## src/rtl/float_to_fixed.sv

```systemverilog
// Iterative IEEE-754 single to signed 32-bit fixed-point converter (value * 2^F).
// Optional round-half-away-from-zero on right shifts: define FTOF_ROUND_NEAREST_EN.
module float_to_fixed (
    input  logic        clk,
    input  logic        rst_n,
    input  logic [31:0] float_in,
    input  logic [7:0]  exp_in,
    input  logic        load_new,
    output logic [31:0] fixed_out,
    output logic        done,
    output logic        busy,
    output logic        overflow
);

    typedef enum logic [1:0] {
        IDLE   = 2'd0,
        UNPACK = 2'd1,
        SHIFT  = 2'd2,
        DONE   = 2'd3
    } state_t;

    state_t             state_r, state_next_s;
    logic [31:0]        float_r;
    logic [7:0]         fbits_r;
    logic [31:0]        mag_r;
    logic [4:0]         cnt_r;
    logic               left_r, sat_r, nan_r, min_r;
`ifdef FTOF_ROUND_NEAREST_EN
    logic               guard_r;
`endif
    logic [31:0]        fixed_out_r;
    logic               done_r, busy_r, overflow_r;

    logic [7:0]         exp_fld_s;
    logic [22:0]        frac_s;
    logic               sign_s;
    logic signed [9:0]  shift_s;
    logic [9:0]         neg_shift_s;
    logic [31:0]        un_mag_s;
    logic [4:0]         un_cnt_s;
    logic               un_left_s, un_sat_s, un_nan_s, un_min_s;
    logic               round_s;
    logic [32:0]        rnd_mag_s, limit_s;
    logic [31:0]        sat_val_s, res_s;
    logic               res_ovf_s;

    assign exp_fld_s   = float_r[30:23];
    assign frac_s      = float_r[22:0];
    assign sign_s      = float_r[31];
    assign shift_s     = {2'b00, exp_fld_s} + {2'b00, fbits_r} - 10'd150;
    assign neg_shift_s = 10'd0 - shift_s;

    // Classify the registered float and derive the shift direction and count.
    always_comb begin
        un_mag_s  = {8'd0, 1'b1, frac_s};
        un_cnt_s  = 5'd0;
        un_left_s = 1'b0;
        un_sat_s  = 1'b0;
        un_nan_s  = 1'b0;
        un_min_s  = 1'b0;
        if (exp_fld_s == 8'd0) begin
            un_mag_s = 32'd0;
        end else if (exp_fld_s == 8'hFF) begin
            un_mag_s = 32'd0;
            if (frac_s == 23'd0) begin
                un_sat_s = 1'b1;
            end else begin
                un_nan_s = 1'b1;
            end
        end else if (shift_s >= 10'sd8) begin
            un_mag_s = 32'd0;
            // -2^31 is the one magnitude at s=8 that is still representable.
            if (sign_s && (shift_s == 10'sd8) && (frac_s == 23'd0)) begin
                un_min_s = 1'b1;
            end else begin
                un_sat_s = 1'b1;
            end
        end else if (shift_s >= 10'sd0) begin
            un_left_s = 1'b1;
            un_cnt_s  = {2'b00, shift_s[2:0]};
        end else if (neg_shift_s > 10'd25) begin
            un_cnt_s = 5'd25;
        end else begin
            un_cnt_s = neg_shift_s[4:0];
        end
    end

    // Next-state logic.
    always_comb begin
        state_next_s = state_r;
        case (state_r)
            IDLE: begin
                if (load_new) begin
                    state_next_s = UNPACK;
                end else begin
                    state_next_s = IDLE;
                end
            end
            UNPACK: begin
                if (un_cnt_s == 5'd0) begin
                    state_next_s = DONE;
                end else begin
                    state_next_s = SHIFT;
                end
            end
            SHIFT: begin
                if (cnt_r == 5'd1) begin
                    state_next_s = DONE;
                end else begin
                    state_next_s = SHIFT;
                end
            end
            DONE:    state_next_s = IDLE;
            default: state_next_s = IDLE;
        endcase
    end

    // Apply rounding, saturation and sign to the final magnitude.
    always_comb begin
`ifdef FTOF_ROUND_NEAREST_EN
        round_s = guard_r;
`else
        round_s = 1'b0;
`endif
        rnd_mag_s = {1'b0, mag_r} + {32'd0, round_s};
        limit_s   = sign_s ? 33'h0_8000_0000 : 33'h0_7FFF_FFFF;
        sat_val_s = sign_s ? 32'h8000_0000 : 32'h7FFF_FFFF;
        res_s     = 32'd0;
        res_ovf_s = 1'b0;
        if (nan_r) begin
            res_ovf_s = 1'b1;
        end else if (sat_r || (rnd_mag_s > limit_s)) begin
            res_s     = sat_val_s;
            res_ovf_s = 1'b1;
        end else if (min_r) begin
            res_s = 32'h8000_0000;
        end else if (sign_s) begin
            res_s = 32'd0 - rnd_mag_s[31:0];
        end else begin
            res_s = rnd_mag_s[31:0];
        end
    end

    // State register.
    always_ff @(posedge clk or negedge rst_n) begin
        if (!rst_n) begin
            state_r <= IDLE;
        end else begin
            state_r <= state_next_s;
        end
    end

    // Operand capture and the one-bit-per-cycle shifter.
    always_ff @(posedge clk or negedge rst_n) begin
        if (!rst_n) begin
            float_r <= 32'd0;
            fbits_r <= 8'd0;
            mag_r   <= 32'd0;
            cnt_r   <= 5'd0;
            left_r  <= 1'b0;
            sat_r   <= 1'b0;
            nan_r   <= 1'b0;
            min_r   <= 1'b0;
`ifdef FTOF_ROUND_NEAREST_EN
            guard_r <= 1'b0;
`endif
        end else begin
            case (state_r)
                IDLE: begin
                    if (load_new) begin
                        float_r <= float_in;
                        fbits_r <= exp_in;
                    end
                end
                UNPACK: begin
                    mag_r   <= un_mag_s;
                    cnt_r   <= un_cnt_s;
                    left_r  <= un_left_s;
                    sat_r   <= un_sat_s;
                    nan_r   <= un_nan_s;
                    min_r   <= un_min_s;
`ifdef FTOF_ROUND_NEAREST_EN
                    guard_r <= 1'b0;
`endif
                end
                SHIFT: begin
                    cnt_r <= cnt_r - 5'd1;
                    if (left_r) begin
                        mag_r <= {mag_r[30:0], 1'b0};
                    end else begin
                        mag_r <= {1'b0, mag_r[31:1]};
`ifdef FTOF_ROUND_NEAREST_EN
                        guard_r <= mag_r[0];
`endif
                    end
                end
                default: ;
            endcase
        end
    end

    // Registered outputs; busy stays high through the done pulse.
    always_ff @(posedge clk or negedge rst_n) begin
        if (!rst_n) begin
            fixed_out_r <= 32'd0;
            overflow_r  <= 1'b0;
            done_r      <= 1'b0;
            busy_r      <= 1'b0;
        end else begin
            done_r <= (state_r == DONE);
            busy_r <= (state_next_s != IDLE) || (state_r == DONE);
            if (state_r == DONE) begin
                fixed_out_r <= res_s;
                overflow_r  <= res_ovf_s;
            end
        end
    end

    assign fixed_out = fixed_out_r;
    assign overflow  = overflow_r;
    assign done      = done_r;
    assign busy      = busy_r;

endmodule

```

## config.mk

```make
export PLATFORM = sky130hd
export DESIGN_NAME = float_to_fixed
export DESIGN_NICKNAME = d
export VERILOG_FILES = /design/src/rtl/float_to_fixed.sv
export SDC_FILE = /design/constraint.sdc
export NUM_CORES = 1
export LEC_CHECK = 0
export CORE_UTILIZATION = 30
export DETAILED_ROUTE_END_ITERATION = 6
export PLACE_DENSITY = 0.53
export SLEW_MARGIN = 20
export SYNTH_ARGS = -nofsm -noshare
export SYNTH_HDL_FRONTEND = slang
export SYNTH_SLANG_ARGS = --single-unit
```

## constraint.sdc

```tcl
create_clock -name clk -period 10.9 [get_ports clk]
set_clock_uncertainty 0.1 [all_clocks]
set_input_delay 3.27 -clock clk [delete_from_list [all_inputs] [get_ports clk]]
set_output_delay 3.27 -clock clk [all_outputs]
set_load 0.005 [all_outputs]
```

Yosys cells after proc, flatten, opt, wreduce, memory -nomap -nowiden
Index checks and enable logic that the tools add are counted.
Word-level totals
  register bits: 118
  output and inout bits: 35
Operators by class
  add/subtract/negate cells: 5
  $lt $le $gt $ge: 4
  equal/unequal tests: 6
  muxes and demuxes: 39
  reductions and logical operators: 11
Operator list (number)
  $mux W32: 7
  $mux W24: 3
  $pmux W32 S2: 1
  $gt A32 B32 Y1: 1
  $sub A1 B32 Y32 const A: 1
  $mux W5: 5
  $logic_not A23 Y1: 1
  $mux W1: 21
  $eq A10 B5 Y1 const B: 1
  $ge A10 B1 Y1 const B: 1
  $ge A10 B5 Y1 const B: 1
  $gt A10 B5 Y1 const B: 1
  $pmux W5 S2: 1
  $sub A1 B10 Y10 const A: 1
  $sub A9 B8 Y10 const B: 1
  $add A8 B8 Y9: 1
  $eq A8 B8 Y1 const B: 1
  $logic_not A8 Y1: 1
  $pmux W2 S4: 1
  $eq A5 B1 Y1 const B: 1
  $logic_not A5 Y1: 1
  $sub A5 B1 Y5 const B: 1
  $eq A2 B2 Y1 const B: 2
  $reduce_bool A2 Y1: 2
  5 further kinds: 7

Depth between registers and ports, before layout
Gate-level depths: netlist of run 1.
  depth after elaboration: 14
  mapped depth: 14

Least setup slack after synthesis of run 1
OpenSTA, ideal clock, no wires.
  path type: input to register
  from: input load_new
  to: register fbits_r[0]
  library setup time: 0.125 ns
  arrival: 4.063 ns
  setup slack: 6.612 ns
  stages on the path: 3
  path through: nand2_1 clkbuf_1 mux2_2
On the way
  longest elaborated chain between the ends: 1
RTL lines
  start: declaration: RTL line 8  | input logic load_new,
  $reduce_and A2 Y1 (no source line)
  end signal: assignment: RTL line 172  | fbits_r <= exp_in;
  end: declaration: RTL line 24  | logic [7:0] fbits_r;
Every way passes these cells.
A chain may end at the register's enable or synchronous reset.

Worst setup path after layout of run 1
  from: register overflow_r (netlist: overflow)
  to: output overflow
RTL lines
  start: declaration: RTL line 32  | logic done_r, busy_r, overflow_r;
  start signal: assignment: RTL line 214  | overflow_r <= res_ovf_s;
  end: declaration: RTL line 12  | output logic overflow
No word-level cell between the ends.

==> results of run 1 <==
==> routing by layer <==
layer	vias to the layer above	wire, microns	part of all wire	track usage
met5	-	0	0	0
met2	116	7730	0.42	0.210
met3	12	761	0.041	0.0349
li1	3008	-	-	-
met4	0	174	0.0095	0.0429
met1	2839	9750	0.53	0.218
==> per-stage QoR <==
stage / setup slack (ps) / area, sq um
after global routing: 6150 / 9460
final: 6200 / 9460
after global placement: 5790 / 8810
after floorplan: 6610 / 7750
after CTS: 6190 / 9440
after detailed placement: 5800 / 8810
==> flip-flops by register name (all words and copies together), names as in the netlist, 2 cells and up <==
register and flops:
cnt_r 5, fbits_r 8, fixed_out 32, float_r 32, mag_r 32, state_r 2
==> layout by cell type (no fill, tap or decap), types with 30 or more instances in the layout <==
master	count
o21ai_0	30
nand2_1	60
nor2_1	47
ha_1	55
inv_1	78
clkdlybuf4s50_1	76
o221ai_2	30
nand3_1	40
dfrtp_1	117
mux2_2	62
==> worst register-to-register path, delay by kind of cell (launching register included) <==
family          cells  cell delay (ps)
fa+ha+maj           1              290
simple gates        5             1870
buf+inv             1              540
flops               1              360
compound gates      3              770
==> cell families (layout without fill, tap and decap cells) <==
logic type               after synthesis  count (layout)  synth area share
AO/OA/AOI/OAI                        163             163             0.174
XOR/XNOR                              39              39            0.0441
adder cells (fa/ha/maj)               59              59            0.0971
buffers and inverters                122             195            0.0636
flip-flops                           118             118             0.381
multiplexers                          73              73             0.104
AND/OR/NAND/NOR                      218             218             0.136
==> area by class of cell <==
class / instances / area [sq um]
sequential: 118 / 2950
multi-input combinational: 552 / 4330
timing repair buffer: 85 / 832
clock buffer: 20 / 457
tap: 330 / 413
clock inverter: 12 / 176
inverter: 78 / 293
fill: 2589 / 15800
==> path summary, 6_finish.rpt <==
path	to	slack (ps)
setup / recovery	overflow	6200
hold / removal	fixed_out[31]	390
setup reg to reg	fixed_out[0]	6810
hold reg to reg	fixed_out[31]	390
max in group asynchronous	float_r[31]	6570
min in group asynchronous	float_r[3]	2880
==> run_results.csv, run 1 <==
group,metric,value,unit
status,status,"finished clean",
logic_synthesis,synth_edf_count,0,
cts,cts_max_level,4,
drt,vias,5975,
grt,grt_antenna_before_repair,0,
logic_synthesis,synthTopCellsByCount,"dfrtp_1, inv_1, mux2_2, nand2_1, ha_1",
die,coreArea,0.0253,sq mm
setup_path,arrival,1330,ps
cts,cts_tree,"built",
die,die_x,163,microns
drt,post-route-drc-count,0,
die,num_rows,58,
grt,track_usage,0.147,
drt,drt_iter0_markers,312,
cts,cts-resized-gates,0,
finish,n_antenna_cell,0,
worst_hold_path,min-delay-start,"fixed_out[31]",
timing,min_period,4700,ps
setup_path,r2r_cells,10,
worst_hold_path,hp-class,"reg -> reg",
cts,cts_buffers,17,
finish,fin_nets,954,
finish,layoutNonFillerInstCount,1195,
logic_synthesis,yosysSeqAreaShare,0.381,
setup_path,cp_slowest_cell,"clkdlybuf4s50_1",
timing,fin_hold_ws,387,ps
timing,worstMarginPinSlew,971,ps
setup_path,max_stage_delay,520,ps
finish,syn2layout_area_growth,21.9,%
placed_design,detailed_place_hpwl,13100,microns
timing,hold_viol_final,0,
placed_design,numPortBuffers,77,
logic_synthesis,async_flop_share,1.00,
die,io_pins,78,
logic_synthesis,synthCells,792,
cts,path_clk_slew,60,ps
setup_path,crit_path_end_kind,"primary output",
die,die_h,163,microns
logic_synthesis,yosysWarningCount,0,
timing,fin_crit_sh,0.431,
setup_path,path_cells,"clkdlybuf4s50_1",
setup_path,crit_type,"reg -> out",
setup_path,worst-path-buf-inv,1,
logic_synthesis,synth_ff_type,"dfrtp_1",
cts,clk_root_buffer_cell,"clkbuf_16",
cts,hold_buffers,0,
logic_synthesis,synth_most_common_cell,"dfrtp_1",
logic_synthesis,yosysTopAreaCell,"dfrtp_1",
drt,viasPerCell,5.00,
drt,first_pass_iters,4,
placed_design,place.gp.congestion,0.794,
cts,clockBufferDepth,2,
logic_synthesis,ys_ff_latch,118,
worst_hold_path,min_path_cells,2,
logic_synthesis,syn_area,0.00775,sq mm
timing,fin_setup_tns,0,ps
cts,insertion_delay,430,ps
setup_path,r2r-start,"float_r[31]",
timing,slew_viol_final,0,
setup_path,startpoint,"overflow",
timing,fmax,213,MHz
timing,relSlewSlack,0.350,
logic_synthesis,ys_types,58,
cts,cts_sinks,118,
die,dieArea,0.0265,sq mm
timing,setup_violations,0,
drt,drt_wl_total,18400,microns
drt,detail-route-antenna-nets,0,
drt,wire_per_inst,15.4,microns
grt,grt_pass1_vias,5868,
logic_synthesis,synthTopCellsByArea,"dfrtp_1, ha_1, mux2_2",
setup_path,path_max_fanout,2,
cts,postCtsSetupRepairBufs,0,
setup_path,start_kind,"flop",
grt,grt_first_pass_wirelength,30800,microns
logic_synthesis,synth_nets,894,
setup_path,cp_num_cells,1,
finish,final_core_util,0.374,
grt,grt_max_degree,71,
job,cap_violations,0,
timing,grt_setup_unrepaired,"no",
finish,drive_gt1_frac,0.163,
logic_synthesis,syn_area_per_cell,9.79,sq um
setup_path,cp.required,7530,ps
grt,grt.overflow.total,0,
placed_design,dp.cells,1162,
setup_path,crit_family,"buffers and inverters",
die,initial_core_util,0.307,
logic_synthesis,synth_top_cell_area_share,0.381,
Power of run 1 is not shown: default switching activity piles up to over one toggle a cycle in this logic, so the estimate is an artifact.
==> inputs of run 2 (changes only) <==
==> constraint.sdc (replaced) <==
create_clock -name clk -period 4.38 [get_ports clk]
set_clock_uncertainty 0.1 [all_clocks]
set_input_delay 1.314 -clock clk [delete_from_list [all_inputs] [get_ports clk]]
set_output_delay 1.314 -clock clk [all_outputs]
set_load 0.005 [all_outputs]
==> run 2 against run 1 <==
Compared with the run above:
- wire length up 1.1%
- cell count rose by 0.75%
- critical path depth grew 13
- global-route usage rose by 0.23 points
==> run_results.csv, run 2 (synthesized netlist as in run 1, its figures left out) <==
group,metric,value,unit
finish,n_antenna_cell,0,
finish,final_common_cell,"dfrtp_1",
die,io_pins,78,
status,status,"finished clean",
cts,clockBufferDepth,2,
finish,drive_gt1_frac,0.173,
timing,grt_setup_unrepaired,"no",
die,initial_core_util,0.307,
cts,cts_sinks,118,
cts,path_clk_slew,60,ps
timing,hold_viol_final,0,
die,num_rows,58,
timing,min_period,3610,ps
grt,track_usage,0.150,
job,cap_violations,0,
die,coreArea,0.0253,sq mm
worst_hold_path,holdPathEnd,"fbits_r[1]",
setup_path,r2r_cells,14,
timing,setup_violations,0,
cts,clk_root_buffer_cell,"clkbuf_16",
finish,syn2layout_area_growth,22.3,%
timing,slew_viol_final,0,
placed_design,detailed_place_hpwl,13600,microns
timing,fin_crit_sh,0.825,
setup_path,start_kind,"flop",
setup_path,arrival,3810,ps
die,die_h,163,microns
setup_path,cp.required,4580,ps
cts,cts-resized-gates,0,
drt,detail-route-antenna-nets,0,
drt,wire_per_inst,15.5,microns
setup_path,crit_path_end_kind,"flop",
setup_path,crit_type,"reg -> reg",
die,dieArea,0.0265,sq mm
timing,relSlewSlack,0.502,
setup_path,r2r-start,"float_r[24]",
setup_path,rr_endpoint,"busy",
grt,grt_first_pass_wirelength,31300,microns
drt,first_pass_iters,5,
setup_path,max_stage_delay,440,ps
finish,fin_nets,963,
grt,grt_antenna_before_repair,0,
drt,vias,6041,
drt,drt_iter0_markers,314,
setup_path,crit_family,"compound AO/OA/AOI/OAI gates",
timing,fin_setup_tns,0,ps
timing,fmax,277,MHz
worst_hold_path,min-delay-start,"fbits_r[1]",
cts,cts_tree,"built",
worst_hold_path,min_path_cells,1,
drt,post-route-drc-count,0,
finish,final_cell_mix,"dfrtp_1, inv_1, clkdlybuf4s50_1",
cts,cts_buffers,17,
setup_path,cp_slowest_cell,"fa_1",
cts,insertion_delay,420,ps
setup_path,path_cells,"inv_1 -> ha_1 -> inv_1 -> ha_1 -> fa_1 -> a21o_1 -> a21oi_1 -> a41oi_1 -> o32a_1 -> o31ai_4 -> buf_4 -> nand2_1 -> a21oi_1 -> o211ai_1",
setup_path,regToRegSetupSlack,770,ps
grt,grt.overflow.total,0,
drt,drt_wl_total,18600,microns
setup_path,worst-path-buf-inv,3,
placed_design,numPortBuffers,77,
setup_path,path_max_fanout,29,
drt,viasPerCell,5.02,
grt,grt_max_degree,53,
cts,hold_buffers,0,
grt,grt_pass1_vias,5861,
placed_design,place.gp.congestion,0.803,
cts,cts_max_level,4,
timing,worstMarginPinSlew,746,ps
die,die_x,163,microns
worst_hold_path,hp-class,"reg -> reg",
cts,postCtsSetupRepairBufs,0,
## run 2: cell count changes in the layout (fill, tap and decap cells not counted)
| cell | change |
|---|---|
| buf_4 | +10 |
| buf_6 | -1 |
| clkinv_4 | +3 |
| inv_6 | +2 |
| clkinvlp_4 | -1 |
| clkinv_2 | -1 |
| bufinv_16 | -2 |
| clkbuf_1 | -1 |
## run 2: stage by stage
| stage | area (sq um) | hold WS (ps) | utilization | cells | worst slack, ps |
|---|---|---|---|---|---|
| after global routing | 9490 | 426 | 0.376 | 1204 | 550 |
| final | 9490 | 408 | 0.376 | 1204 | 767 |
| after floorplan | 7750 | 348 | - | 792 | 890 |
| after global placement | 8890 | 390 | 0.352 | 1172 | 893 |
| after CTS | 9490 | 411 | 0.376 | 1204 | 807 |
| after detailed placement | 8890 | 397 | 0.352 | 1172 | 840 |
## run 2: per-layer routing
layer  share of wire  GRT usage  up-vias
li1                -          -     3017
met1            0.52      0.225     2889
met2            0.43      0.213      123
met3           0.038     0.0326       12
met4          0.0077     0.0404        0
met5               0          0        -
## run 2: how the worst max path moves through the flow
stage                      startpoint       endpoint  slack, ps  depth (start not counted)
after floorplan           float_r[31]  fixed_out[10]        890                         13
after global placement    float_r[24]           busy        890                         14
after detailed placement  float_r[24]           busy        840                         14
after CTS                 float_r[24]           busy        810                         14
after global routing      float_r[24]       cnt_r[0]        550                         13
final                     float_r[24]           busy        770                         14
## run 2: area by class of cell
type                            count  area (sq um)
Fill cell                        2555         15800
Multi-Input combinational cell    552          4330
Sequential cell                   118          2950
Timing Repair Buffer               94           896
Clock buffer                       19           453
Tap cell                          330           413
Inverter                           78           293
Clock inverter                     13           148
## run 2: worst reg2reg max path, stage by stage, from the launching register on
cell	delay [ps]
dfrtp_1	390
inv_1	60
ha_1	270
inv_1	40
ha_1	220
fa_1	440
a21o_1	230
a21oi_1	360
a41oi_1	190
o32a_1	250
o31ai_4	240
buf_4	330
nand2_1	100
a21oi_1	170
o211ai_1	120
Power of run 2 is left out for the same reason.
==> inputs of run 3 (changes only) <==
--- a/config.mk
+++ b/config.mk
@@ -7,7 +7,7 @@
 export LEC_CHECK = 0
 export CORE_UTILIZATION = 30
 export DETAILED_ROUTE_END_ITERATION = 6
-export PLACE_DENSITY = 0.53
+export PLACE_DENSITY = 0.55
 export SLEW_MARGIN = 20
 export SYNTH_ARGS = -nofsm -noshare
 export SYNTH_HDL_FRONTEND = slang
==> constraint.sdc (replaced) <==
create_clock -name clk -period 3.3 [get_ports clk]
set_clock_uncertainty 0.1 [all_clocks]
set_input_delay 0.99 -clock clk [delete_from_list [all_inputs] [get_ports clk]]
set_output_delay 0.99 -clock clk [all_outputs]
set_load 0.005 [all_outputs]
==> run 3 against run 2 <==
Compared with the run above:
- die area did not move
- critical endpoint unchanged
- global-route usage barely moved
- utilization rose by 1.8 points
- via count rose by 0.88%
- worst setup slack got worse by 620 ps
- hold slack got worse by 6.6 ps
- wire length rose by 2.7%
- sequential cell count did not move
- sequential share of layout area fell by 1.5 points
- largest cell class unchanged
- cell area rose by 4.9%
- cell count rose by 2.5%
- register-to-register slack got worse by 620 ps
==> run_results.csv, run 3 (synthesized netlist as in run 1, its figures left out) <==
group,metric,value,unit
status,status,"finished clean",
setup_path,start_kind,"flop",
finish,drive_gt1_frac,0.220,
drt,viasPerCell,4.94,
finish,layoutNonFillerInstCount,1234,
setup_path,crit_path_end_kind,"flop",
placed_design,detailed_place_hpwl,14100,microns
setup_path,arrival,3330,ps
die,num_rows,58,
cts,hold_buffers,0,
drt,wire_per_inst,15.5,microns
placed_design,place.gp.congestion,0.817,
die,coreArea,0.0253,sq mm
finish,final_core_util,0.394,
worst_hold_path,hp-class,"reg -> reg",
setup_path,regToRegSetupSlack,150,ps
die,initial_core_util,0.307,
finish,final_common_cell,"dfrtp_1",
placed_design,place_ws,-18.1,ps
setup_path,crit_path_end,"busy",
cts,insertion_delay,420,ps
grt,track_usage,0.150,
grt,grt_first_pass_wirelength,31200,microns
timing,slew_viol_final,0,
drt,vias,6094,
timing,fin_crit_sh,0.954,
setup_path,startpoint,"fbits_r[1]",
timing,worstMarginPinSlew,1010,ps
timing,hold_viol_final,0,
timing,final.setup.worst_slack,152,ps
setup_path,r2r_cells,14,
job,cap_violations,0,
setup_path,cp.required,3490,ps
setup_path,crit_type,"reg -> reg",
finish,fin_nets,993,
placed_design,numPortBuffers,77,
timing,relSlewSlack,0.328,
finish,syn2layout_area_growth,28.4,%
placed_design,place_area,0.00917,sq mm
grt,grt_pass1_vias,5928,
cts,clockBufferDepth,2,
die,die_x,163,microns
finish,stdcell_area,0.00995,sq mm
grt,grt_antenna_before_repair,0,
die,io_pins,78,
finish,final_cell_mix,"dfrtp_1, inv_1, clkdlybuf4s50_1",
cts,clk_root_buffer_cell,"clkbuf_16",
timing,setup_violations,0,
grt,grt.overflow.total,0,
grt,grt_max_degree,57,
placed_design,dp.cells,1200,
cts,cts_buffers,17,
cts,path_clk_slew,60,ps
die,dieArea,0.0265,sq mm
setup_path,rr_endpoint,"busy",
drt,first_pass_iters,5,
drt,drt_wl_total,19100,microns
finish,n_antenna_cell,0,
timing,min_period,3150,ps
setup_path,r2r-start,"fbits_r[1]",
timing,fmax,318,MHz
drt,detail-route-antenna-nets,0,
drt,post-route-drc-count,0,
cts,cts_sinks,118,
cts,cts_tree,"built",
drt,drt_iter0_markers,272,
setup_path,path_max_fanout,4,
cts,cts_max_level,4,
die,die_h,163,microns
==> run 3: metal layers <==
layer | up-vias | GRT usage | part of all wire
li1 | 3074 | - | -
met1 | 2914 | 0.221 | 0.51
met2 | 102 | 0.220 | 0.45
met3 | 4 | 0.0323 | 0.036
met4 | 0 | 0.0378 | 0.0037
met5 | - | 0 | 0
==> run 3: worst min path at each step <==
stage,from,endpoint,slack [ps],depth (start not counted)
final,fbits_r[6],fbits_r[6],400,1
after global routing,fbits_r[2],fbits_r[2],430,1
after CTS,fbits_r[5],fbits_r[5],410,1
after detailed placement,fbits_r[5],fbits_r[5],390,1
after global placement,fbits_r[6],fbits_r[6],390,1
after floorplan,nan_r,fixed_out[31],350,1
==> run 3: critical path: stages, from the launching register on <==
cell	delay [ps]
dfrtp_1	370
inv_2	50
ha_4	250
inv_1	50
ha_4	170
fa_2	330
a21o_1	210
a21oi_2	150
buf_4	140
mux2i_1	170
mux2i_1	80
nand4b_1	280
o31a_1	390
a21oi_2	170
o211ai_1	90
==> run 3: cell type report <==
cell class	instances	area, sq um
Fill cell	2515	15300
Tap cell	330	413
Inverter	78	293
Multi-Input combinational cell	552	4440
Clock inverter	13	179
Timing Repair Buffer	124	1220
Clock buffer	19	453
Sequential cell	118	2950
==> run 3: metrics by stage <==
stage / TNS (ps) / hold WS, ps
3_3_place_gp: 0 / 390
3_5_place_dp: -18.1 / 394
2_1_floorplan: 0 / 348
4_1_cts: 0 / 407
6_report: 0 / 401
5_1_grt: -94.4 / 425
==> run 3: what timing repair did <==
action	CTS	global route
pin swaps	0	8
buffers inserted	1	0
endpoints found under the setup margin	2	65
cloned	0	1
gates resized for setup	1	26
Power of run 3 is left out for the same reason.
